==> config.mk <==
export PLATFORM = sky130hd
export DESIGN_NAME = buffer_rec_canakari_fifo_flat
export DESIGN_NICKNAME = d
export VERILOG_FILES = /design/src/rtl/buffer_rec_canakari_fifo_if.sv /design/src/rtl/buffer_rec_canakari_fifo.sv /design/src/flat_wrapper.sv
export SDC_FILE = /design/constraint.sdc
export NUM_CORES = 1
export LEC_CHECK = 0
export CORE_UTILIZATION = 53
export CTS_CLUSTER_SIZE = 28
export DETAILED_ROUTE_END_ITERATION = 16
export GPL_TIMING_DRIVEN = 0
export PLACE_DENSITY_LB_ADDON = 0.25
export SYNTH_ARGS = -nofsm -noshare
export SYNTH_HDL_FRONTEND = slang
export SYNTH_SLANG_ARGS = --single-unit
export TNS_END_PERCENT = 50
==> constraint.sdc <==
create_clock -name clk -period 2.62 [get_ports clk]
set_clock_uncertainty 0.1 [all_clocks]
set_input_delay 0.524 -clock clk [delete_from_list [all_inputs] [get_ports clk]]
set_output_delay 0.524 -clock clk [all_outputs]
set_load 0.005 [all_outputs]
==> src/rtl/buffer_rec_canakari_fifo_if.sv <==
// Handshake bundle for the CANakari receive FIFO.
// The level port exists only with CANAKARI_RBUF_LEVEL_EN defined.
interface buffer_rec_canakari_fifo_if #(
    parameter int DATA_W = 5,
    parameter int DEPTH  = 4
);
    logic              in_valid;
    logic [DATA_W-1:0] in_data;
    logic              in_ready;
    logic              out_valid;
    logic [DATA_W-1:0] out_data;
    logic              out_ready;
    logic              ovf;
    logic              ovf_clr;
`ifdef CANAKARI_RBUF_LEVEL_EN
    logic [$clog2(DEPTH+1)-1:0] level;
`endif

    modport slave (
`ifdef CANAKARI_RBUF_LEVEL_EN
        output level,
`endif
        input  in_valid, in_data, out_ready, ovf_clr,
        output in_ready, out_valid, out_data, ovf
    );

    modport master (
`ifdef CANAKARI_RBUF_LEVEL_EN
        input  level,
`endif
        output in_valid, in_data, out_ready, ovf_clr,
        input  in_ready, out_valid, out_data, ovf
    );
endinterface

==> src/rtl/buffer_rec_canakari_fifo.sv <==
// FWFT receive FIFO with sticky overflow flag; any DEPTH >= 2.
// Optional occupancy port: define CANAKARI_RBUF_LEVEL_EN.
module buffer_rec_canakari_fifo #(
    parameter int DATA_W = 5,
    parameter int DEPTH  = 4
) (
    input  logic clk,
    input  logic rst,
    buffer_rec_canakari_fifo_if.slave bus
);
    localparam int PW = $clog2(DEPTH);
    localparam int CW = $clog2(DEPTH + 1);

    logic [DATA_W-1:0] mem_q [DEPTH];
    logic [PW-1:0]     wr_ptr_q, wr_ptr_d;
    logic [PW-1:0]     rd_ptr_q, rd_ptr_d;
    logic [CW-1:0]     count_q, count_d;
    logic              ovf_q, ovf_d;
    logic              push, pop;

    assign bus.in_ready  = (count_q != CW'(DEPTH));
    assign bus.out_valid = (count_q != '0);
    assign bus.out_data  = mem_q[rd_ptr_q];
    assign bus.ovf       = ovf_q;
`ifdef CANAKARI_RBUF_LEVEL_EN
    assign bus.level     = count_q;
`endif

    assign push = bus.in_valid  & bus.in_ready;
    assign pop  = bus.out_valid & bus.out_ready;

    // Pointers wrap explicitly so non-power-of-two depths work
    always_comb begin
        wr_ptr_d = wr_ptr_q;
        rd_ptr_d = rd_ptr_q;
        count_d  = count_q;
        ovf_d    = ovf_q;
        if (push) begin
            wr_ptr_d = (wr_ptr_q == PW'(DEPTH - 1)) ? '0 : wr_ptr_q + PW'(1);
        end
        if (pop) begin
            rd_ptr_d = (rd_ptr_q == PW'(DEPTH - 1)) ? '0 : rd_ptr_q + PW'(1);
        end
        unique case ({push, pop})
            2'b10:   count_d = count_q + CW'(1);
            2'b01:   count_d = count_q - CW'(1);
            default: count_d = count_q;
        endcase
        // A refused write outranks a clear in the same cycle
        if (bus.in_valid && !bus.in_ready) begin
            ovf_d = 1'b1;
        end else if (bus.ovf_clr) begin
            ovf_d = 1'b0;
        end
    end

    always_ff @(posedge clk or posedge rst) begin
        if (rst) begin
            wr_ptr_q <= '0;
            rd_ptr_q <= '0;
            count_q  <= '0;
            ovf_q    <= 1'b0;
            for (int i = 0; i < DEPTH; i++) begin
                mem_q[i] <= '0;
            end
        end else begin
            wr_ptr_q <= wr_ptr_d;
            rd_ptr_q <= rd_ptr_d;
            count_q  <= count_d;
            ovf_q    <= ovf_d;
            if (push) begin
                mem_q[wr_ptr_q] <= bus.in_data;
            end
        end
    end
endmodule
==> src/flat_wrapper.sv <==
// flat-port wrapper written by rule: the top's interface ports become plain ports
module buffer_rec_canakari_fifo_flat 
#(
    parameter int DATA_W = 5,
    parameter int DEPTH  = 4
)
  (clk, rst, bus_in_valid, bus_in_data, bus_out_ready, bus_ovf_clr, bus_in_ready, bus_out_valid, bus_out_data, bus_ovf);
  buffer_rec_canakari_fifo_if #(.DATA_W(DATA_W), .DEPTH(DEPTH)) bus_i ();
  input  logic clk;
  input  logic rst;
  input wire logic [$bits(bus_i.in_valid)-1:0] bus_in_valid;
  input wire logic [$bits(bus_i.in_data)-1:0] bus_in_data;
  input wire logic [$bits(bus_i.out_ready)-1:0] bus_out_ready;
  input wire logic [$bits(bus_i.ovf_clr)-1:0] bus_ovf_clr;
  output wire logic [$bits(bus_i.in_ready)-1:0] bus_in_ready;
  output wire logic [$bits(bus_i.out_valid)-1:0] bus_out_valid;
  output wire logic [$bits(bus_i.out_data)-1:0] bus_out_data;
  output wire logic [$bits(bus_i.ovf)-1:0] bus_ovf;
  assign bus_i.in_valid = bus_in_valid;
  assign bus_i.in_data = bus_in_data;
  assign bus_i.out_ready = bus_out_ready;
  assign bus_i.ovf_clr = bus_ovf_clr;
  assign bus_in_ready = bus_i.in_ready;
  assign bus_out_valid = bus_i.out_valid;
  assign bus_out_data = bus_i.out_data;
  assign bus_ovf = bus_i.ovf;
  buffer_rec_canakari_fifo #(.DATA_W(DATA_W), .DEPTH(DEPTH)) u_core (.clk(clk), .rst(rst), .bus(bus_i));
endmodule
==> results.yml, run 1 <==
logic_synthesis:
  synth_xor_area_share_pct: 1.96
  ys_warn_count: 0
  synthAdderAreaFrac_pct: 7.10
  synthArstFlopShare_pct: 100
  syn-num-nets: 112
  synth-seq-area-share_pct: 52.3
  yosys.area_share.simple_pct: 5.98
  syn_avg_cell_area_um2: 14.1
  ys.flop_type: "dfrtp_1"
  synth-seq-cells: 28
  muxShareOfSynthArea_pct: 29.3
  syn_inst: 95
  synth-compound-area-share_pct: 0.374
  yosysUniqueCellTypes: 16
  synth_edf_count: 0
  synth_top_family_by_area: "multiplexers"
  syn-cell-area_um2: 1340
timing:
  max-slew-margin-rel_pct: 31.3
  fmax_ghz: 0.396
  period_needed_ps: 2530
  drv_slew: 0
  rsz0062_at_grt: "no"
  setup_viol: 0
  hold_violations: 0
  tightestPinTransition_ps: 1030
  fin_tns_setup_ps: 0
  fin_crit_sh_pct: 96.4
drt:
  wl_per_cell_um: 15.7
  num_vias: 785
  wl_mm: 2.26
  drtIter0Drc: 10
  final_antenna_net_count: 0
  drc_errors: 0
  first_pass_iters: 3
  viasPerCell: 5.45
clock_tree:
  cts_setup_buffers: 0
  clock_path_buffers: 2
  cts.htree.levels: 1
  cts_buffers: 3
  cts_tree: "built"
  clk_pin_slew_ps: 140
  cts-root-buf: "clkbuf_4"
  clock_sinks: 28
  cts_hold_buffers: 0
  cts_resized: 0
  clkLatencyLatePin_ps: 340
placement:
  post_dp_cell_area_um2: 1540
  portBuffers: 17
  place_congestion: 0.652
  dp_hpwl_mm: 1.65
power_and_ir_drop:
  ir_worst_vdd_uv: 647
  p_per_area_nw_per_um2: 1220
  power_switching_uw: 601
  combPwrFrac_pct: 47.0
  leakage_nw: 0.698
  p_int_mw: 1.33
  p_sw_share_pct: 31.1
  power.clock.fraction_pct: 11.0
  seqPwrFrac_pct: 42.0
floorplan:
  initial_core_util_pct: 58.3
  coreArea_um2: 2300
  ios: 18
  die_w_um: 52.3
  dieArea_um2: 2730
  die_h_um: 52.3
  placementRows: 17
grt:
  grt_usage_pct: 20.9
  grt_overflow: 0
  grt_pass1_wl_mm: 3.86
  grtUsageMet1_pct: 24.8
  antenna_found_initial: 0
  first_global_vias: 828
  met3_usage_pct: 3.48
  grt_max_degree: 29
  met2_usage_pct: 35.0
  top_usage_layer: "met2"
final_layout:
  final_cell_mix: "28 x dfrtp_1, 24 x mux2_2, 17 x clkdlybuf4s50_1, 9 x inv_1, 7 x nor2_1"
  drive_gt1_share_pct: 30.2
  num_antenna_cells: 0
  final_cell_area_um2: 1580
  area_delta_synth_final_pct: 18.2
  final_common_cell: "dfrtp_1"
  layout.nets: 134
run:
  max-cap-violations: 0
setup_path:
  cp-startpoint: "u_core.rd_ptr_q[0]$_DFFE_PP0P_"
  endpoint_kind: "output port"
  worstPathArrival_ps: 1900
  r2r-start: "u_core.count_q[0]$_DFFE_PP0P_"
  cp-start-kind: "register"
  crit_type: "register to output port"
  worstPathRequired_ps: 2000
  critPathMaxFanout: 7
outcome:
  status: "finished, final reports clean"
min_path:
  hp-start: "u_core.count_q[2]$_DFFE_PP0P_"
  hp-class: "register to register"
-- cells in the mapped netlist (2+ instances only) --
cell | count | share of area, %
xor2_1 | 2 | 1.3
ha_1 | 6 | 5.6
mux4_2 | 5 | 8.4
inv_1 | 9 | 2.5
nor2_1 | 7 | 2.0
nand2_1 | 6 | 1.7
mux2_2 | 24 | 20
dfrtp_1 | 28 | 52
-- critical path: stages, from the launching register on --
cell and delay [ps]:
dfrtp_1 380, clkbuf_4 210, mux4_2 510, clkdlybuf4s50_1 470
-- kinds of logic (layout without fill, tap and decap cells) --
group,after synthesis,count (layout)
buf+inv,10,31
fa+ha+maj,7,7
flops,28,28
simple gates,16,16
xor+xnor,3,3
mux,30,30
compound gates,1,1
-- sequential cells by signal (all words and copies together), names as in the netlist --
signal / cells
u_core.bus.ovf: 1
u_core.count_q: 3
u_core.mem_q: 20
u_core.rd_ptr_q: 2
u_core.wr_ptr_q: 2
-- routing by layer --
metal / wire (µm) / vias to the layer above
met2: 1150 / 13
met3: 74 / 5
met1: 970 / 399
li1: - / 368
met4: 64 / 0
met5: 0 / -
-- area by class of cell --
type	count	area, µm²
buffer	1	7.51
sequential	28	701
tap	28	35.0
multi-input combinational	57	599
clock buffer	4	36.3
fill	174	714
inverter	9	33.8
timing repair buffer	17	170
-- worst paths after layout --
| check | endpoint | slack (ps) | cells after the start |
|---|---|---|---|
| max | bus_out_data[3] | 90 | 3 |
| min | u_core.count_q[2]$_DFFE_PP0P_ | 410 | 1 |
| max reg2reg | u_core.count_q[2]$_DFFE_PP0P_ | 350 | 8 |
| min reg2reg | u_core.count_q[2]$_DFFE_PP0P_ | 410 | 1 |
| max in group asynchronous | u_core.mem_q[13]$_DFFE_PP0P_ | 1180 | 2 |
| min in group asynchronous | u_core.mem_q[16]$_DFFE_PP0P_ | 620 | 2 |
-- power groups by stage --
| stage | Combinational [mW] | Clock (mW) | Sequential, mW |
|---|---|---|---|
| after floorplan | 0.620 | 0 | 0.770 |
| after global placement | 0.879 | 0 | 0.802 |
| after detailed placement | 0.915 | 0 | 0.825 |
| after CTS | 0.918 | 0.225 | 0.812 |
| after global routing | 1.00 | 0.233 | 0.842 |
| final | 0.908 | 0.213 | 0.813 |
-- stage by stage --
stage	hold WS [ps]	total power [mW]	cells	setup WS [ps]	util (%)
2_1_floorplan	356	1.39	95	583	-
3_3_place_gp	384	1.68	140	198	67.2
3_5_place_dp	389	1.74	140	167	67.2
4_1_cts	409	1.96	144	16.3	68.8
5_1_grt	444	2.08	144	8.24	68.9
6_report	406	1.93	144	94.0	68.9
Note: power is estimated with default switching activity, not from simulation.
==> run 2: changes to the inputs <==
--- a/config.mk
+++ b/config.mk
@@ -10,6 +10,7 @@
 export DETAILED_ROUTE_END_ITERATION = 16
 export GPL_TIMING_DRIVEN = 0
 export PLACE_DENSITY_LB_ADDON = 0.25
+export REMOVE_ABC_BUFFERS = 1
 export SYNTH_ARGS = -nofsm -noshare
 export SYNTH_HDL_FRONTEND = slang
 export SYNTH_SLANG_ARGS = --single-unit
==> run 2 against run 1 <==
First-iteration DRC count decreased by 20%. Via count is 0.13% lower. Die area unchanged. Combinational power decreased by 3.7%. Sequential power rose by 2%. Wire length is essentially flat. Register-to-register slack improved by 20 ps. Power up 3.0%.
==> results.yml, run 2 (synthesis gave the netlist of run 1 again) <==
outcome:
  status: "finished, final reports clean"
grt:
  grt_pass1_wl_mm: 3.78
  met2_usage_pct: 34.6
  grt_overflow: 0
  grt_max_degree: 29
  met3_usage_pct: 2.61
  grt_usage_pct: 20.3
  first_global_vias: 787
  grtUsageMet1_pct: 25.8
  top_usage_layer: "met2"
  antenna_found_initial: 0
floorplan:
  placementRows: 17
  die_h_um: 52.3
  coreArea_um2: 2300
  initial_core_util_pct: 58.3
  die_w_um: 52.3
  dieArea_um2: 2730
  ios: 18
final_layout:
  largestRegisters: "u_core.mem_q: 20 flops, u_core.count_q: 3 flops"
  num_antenna_cells: 0
  final_common_cell: "dfrtp_1"
  fin_cells: 143
  largest-register: "u_core.mem_q"
  area_delta_synth_final_pct: 19.0
  drive_gt1_share_pct: 30.4
  final_cell_mix: "27 x dfrtp_1, 24 x mux2_2, 17 x clkdlybuf4s50_1, 9 x inv_1, 7 x nor2_1"
  largest_reg_flops: 20
  layout.nets: 133
  fin_util_pct: 69.3
  final_cell_area_um2: 1590
clock_tree:
  cts_resized: 1
  cts_buffers: 3
  cts_tree: "built"
  clkLatencyLatePin_ps: 330
  cts_hold_buffers: 0
  cts.htree.levels: 1
  clk_pin_slew_ps: 150
  cts_setup_buffers: 0
  clock_path_buffers: 2
  clock_sinks: 28
  cts-root-buf: "clkbuf_4"
timing:
  fmax_ghz: 0.405
  hold_violations: 0
  fin_crit_sh_pct: 94.2
  setup_viol: 0
  rsz0062_at_grt: "no"
  tightestPinTransition_ps: 1040
  period_needed_ps: 2470
  fin_tns_setup_ps: 0
  drv_slew: 0
  max-slew-margin-rel_pct: 30.3
drt:
  num_vias: 784
  wl_mm: 2.26
  drtIter0Drc: 8
  wl_per_cell_um: 15.8
  drc_errors: 0
  first_pass_iters: 4
  viasPerCell: 5.48
  final_antenna_net_count: 0
setup_path:
  cp-start-kind: "register"
  r2r-start: "u_core.count_q[0]$_DFFE_PP0P_"
  crit_type: "register to output port"
  endpoint_kind: "output port"
  critPathMaxFanout: 8
  worstPathArrival_ps: 1840
  worstPathRequired_ps: 2000
  cp-startpoint: "u_core.rd_ptr_q[0]$_DFFE_PP0P_"
placement:
  dp_hpwl_mm: 1.64
  place_congestion: 0.667
  numPlacedInstances: 139
  portBuffers: 17
  post_dp_cell_area_um2: 1540
power_and_ir_drop:
  p_per_area_nw_per_um2: 1250
  ir_worst_vdd_uv: 694
  fin_total_pwr_mw: 1.99
  leakage_nw: 0.699
min_path:
  hp-class: "register to register"
  hp-start: "u_core.count_q[2]$_DFFE_PP0P_"
run:
  max-cap-violations: 0
==> run 2: changes by cell type in the layout (fill, tap and decap cells not counted) <==
cell | before | now
dfrtp_2 | 0 | 1
dfrtp_1 | 28 | 27
bufinv_16 | 0 | 1
clkbuf_4 | 4 | 3
clkbuf_8 | 1 | 0
==> run 2: worst paths after layout <==
check	slack [ps]	depth (start not counted)	endpoint
setup / recovery	150	2	bus_out_data[1]
hold / removal	410	1	u_core.count_q[2]$_DFFE_PP0P_
setup reg to reg	370	8	u_core.count_q[2]$_DFFE_PP0P_
hold reg to reg	410	1	u_core.count_q[2]$_DFFE_PP0P_
max in group asynchronous	1100	2	u_core.rd_ptr_q[0]$_DFFE_PP0P_
min in group asynchronous	630	2	u_core.mem_q[4]$_DFFE_PP0P_
==> run 2: area by class of cell <==
class	instances	area, µm²
clock buffers	3	22.5
clock inverters	1	30.0
fillers	170	704
inverters	9	33.8
multi-input cells	57	599
flip-flops and latches	28	702
well taps	28	35.0
repair buffers	17	170
==> run 2: per-layer routing <==
layer,wire length (µm),share of wire (%)
met1,1020,45
met2,1160,51
met3,57,2.5
met4,26,1.1
met5,0,0
==> run 2: metrics by stage <==
step                setup WS, ps  hold WS (ps)
finish                       152           414
global route                55.5           423
CTS                          116           425
detailed placement           155           394
global placement             225           383
floorplan                    583           356
==> run 2: critical path, cell delays in order (launching register included) <==
cell and delay (ps):
dfrtp_2 530, mux4_2 530, clkdlybuf4s50_1 450
==> run 2: where the power goes <==
group	switching [mW]	internal, mW	leakage [nW]
Sequential	0.176	0.655	0.332
Combinational	0.291	0.584	0.339
Clock	0.131	0.155	0.0279
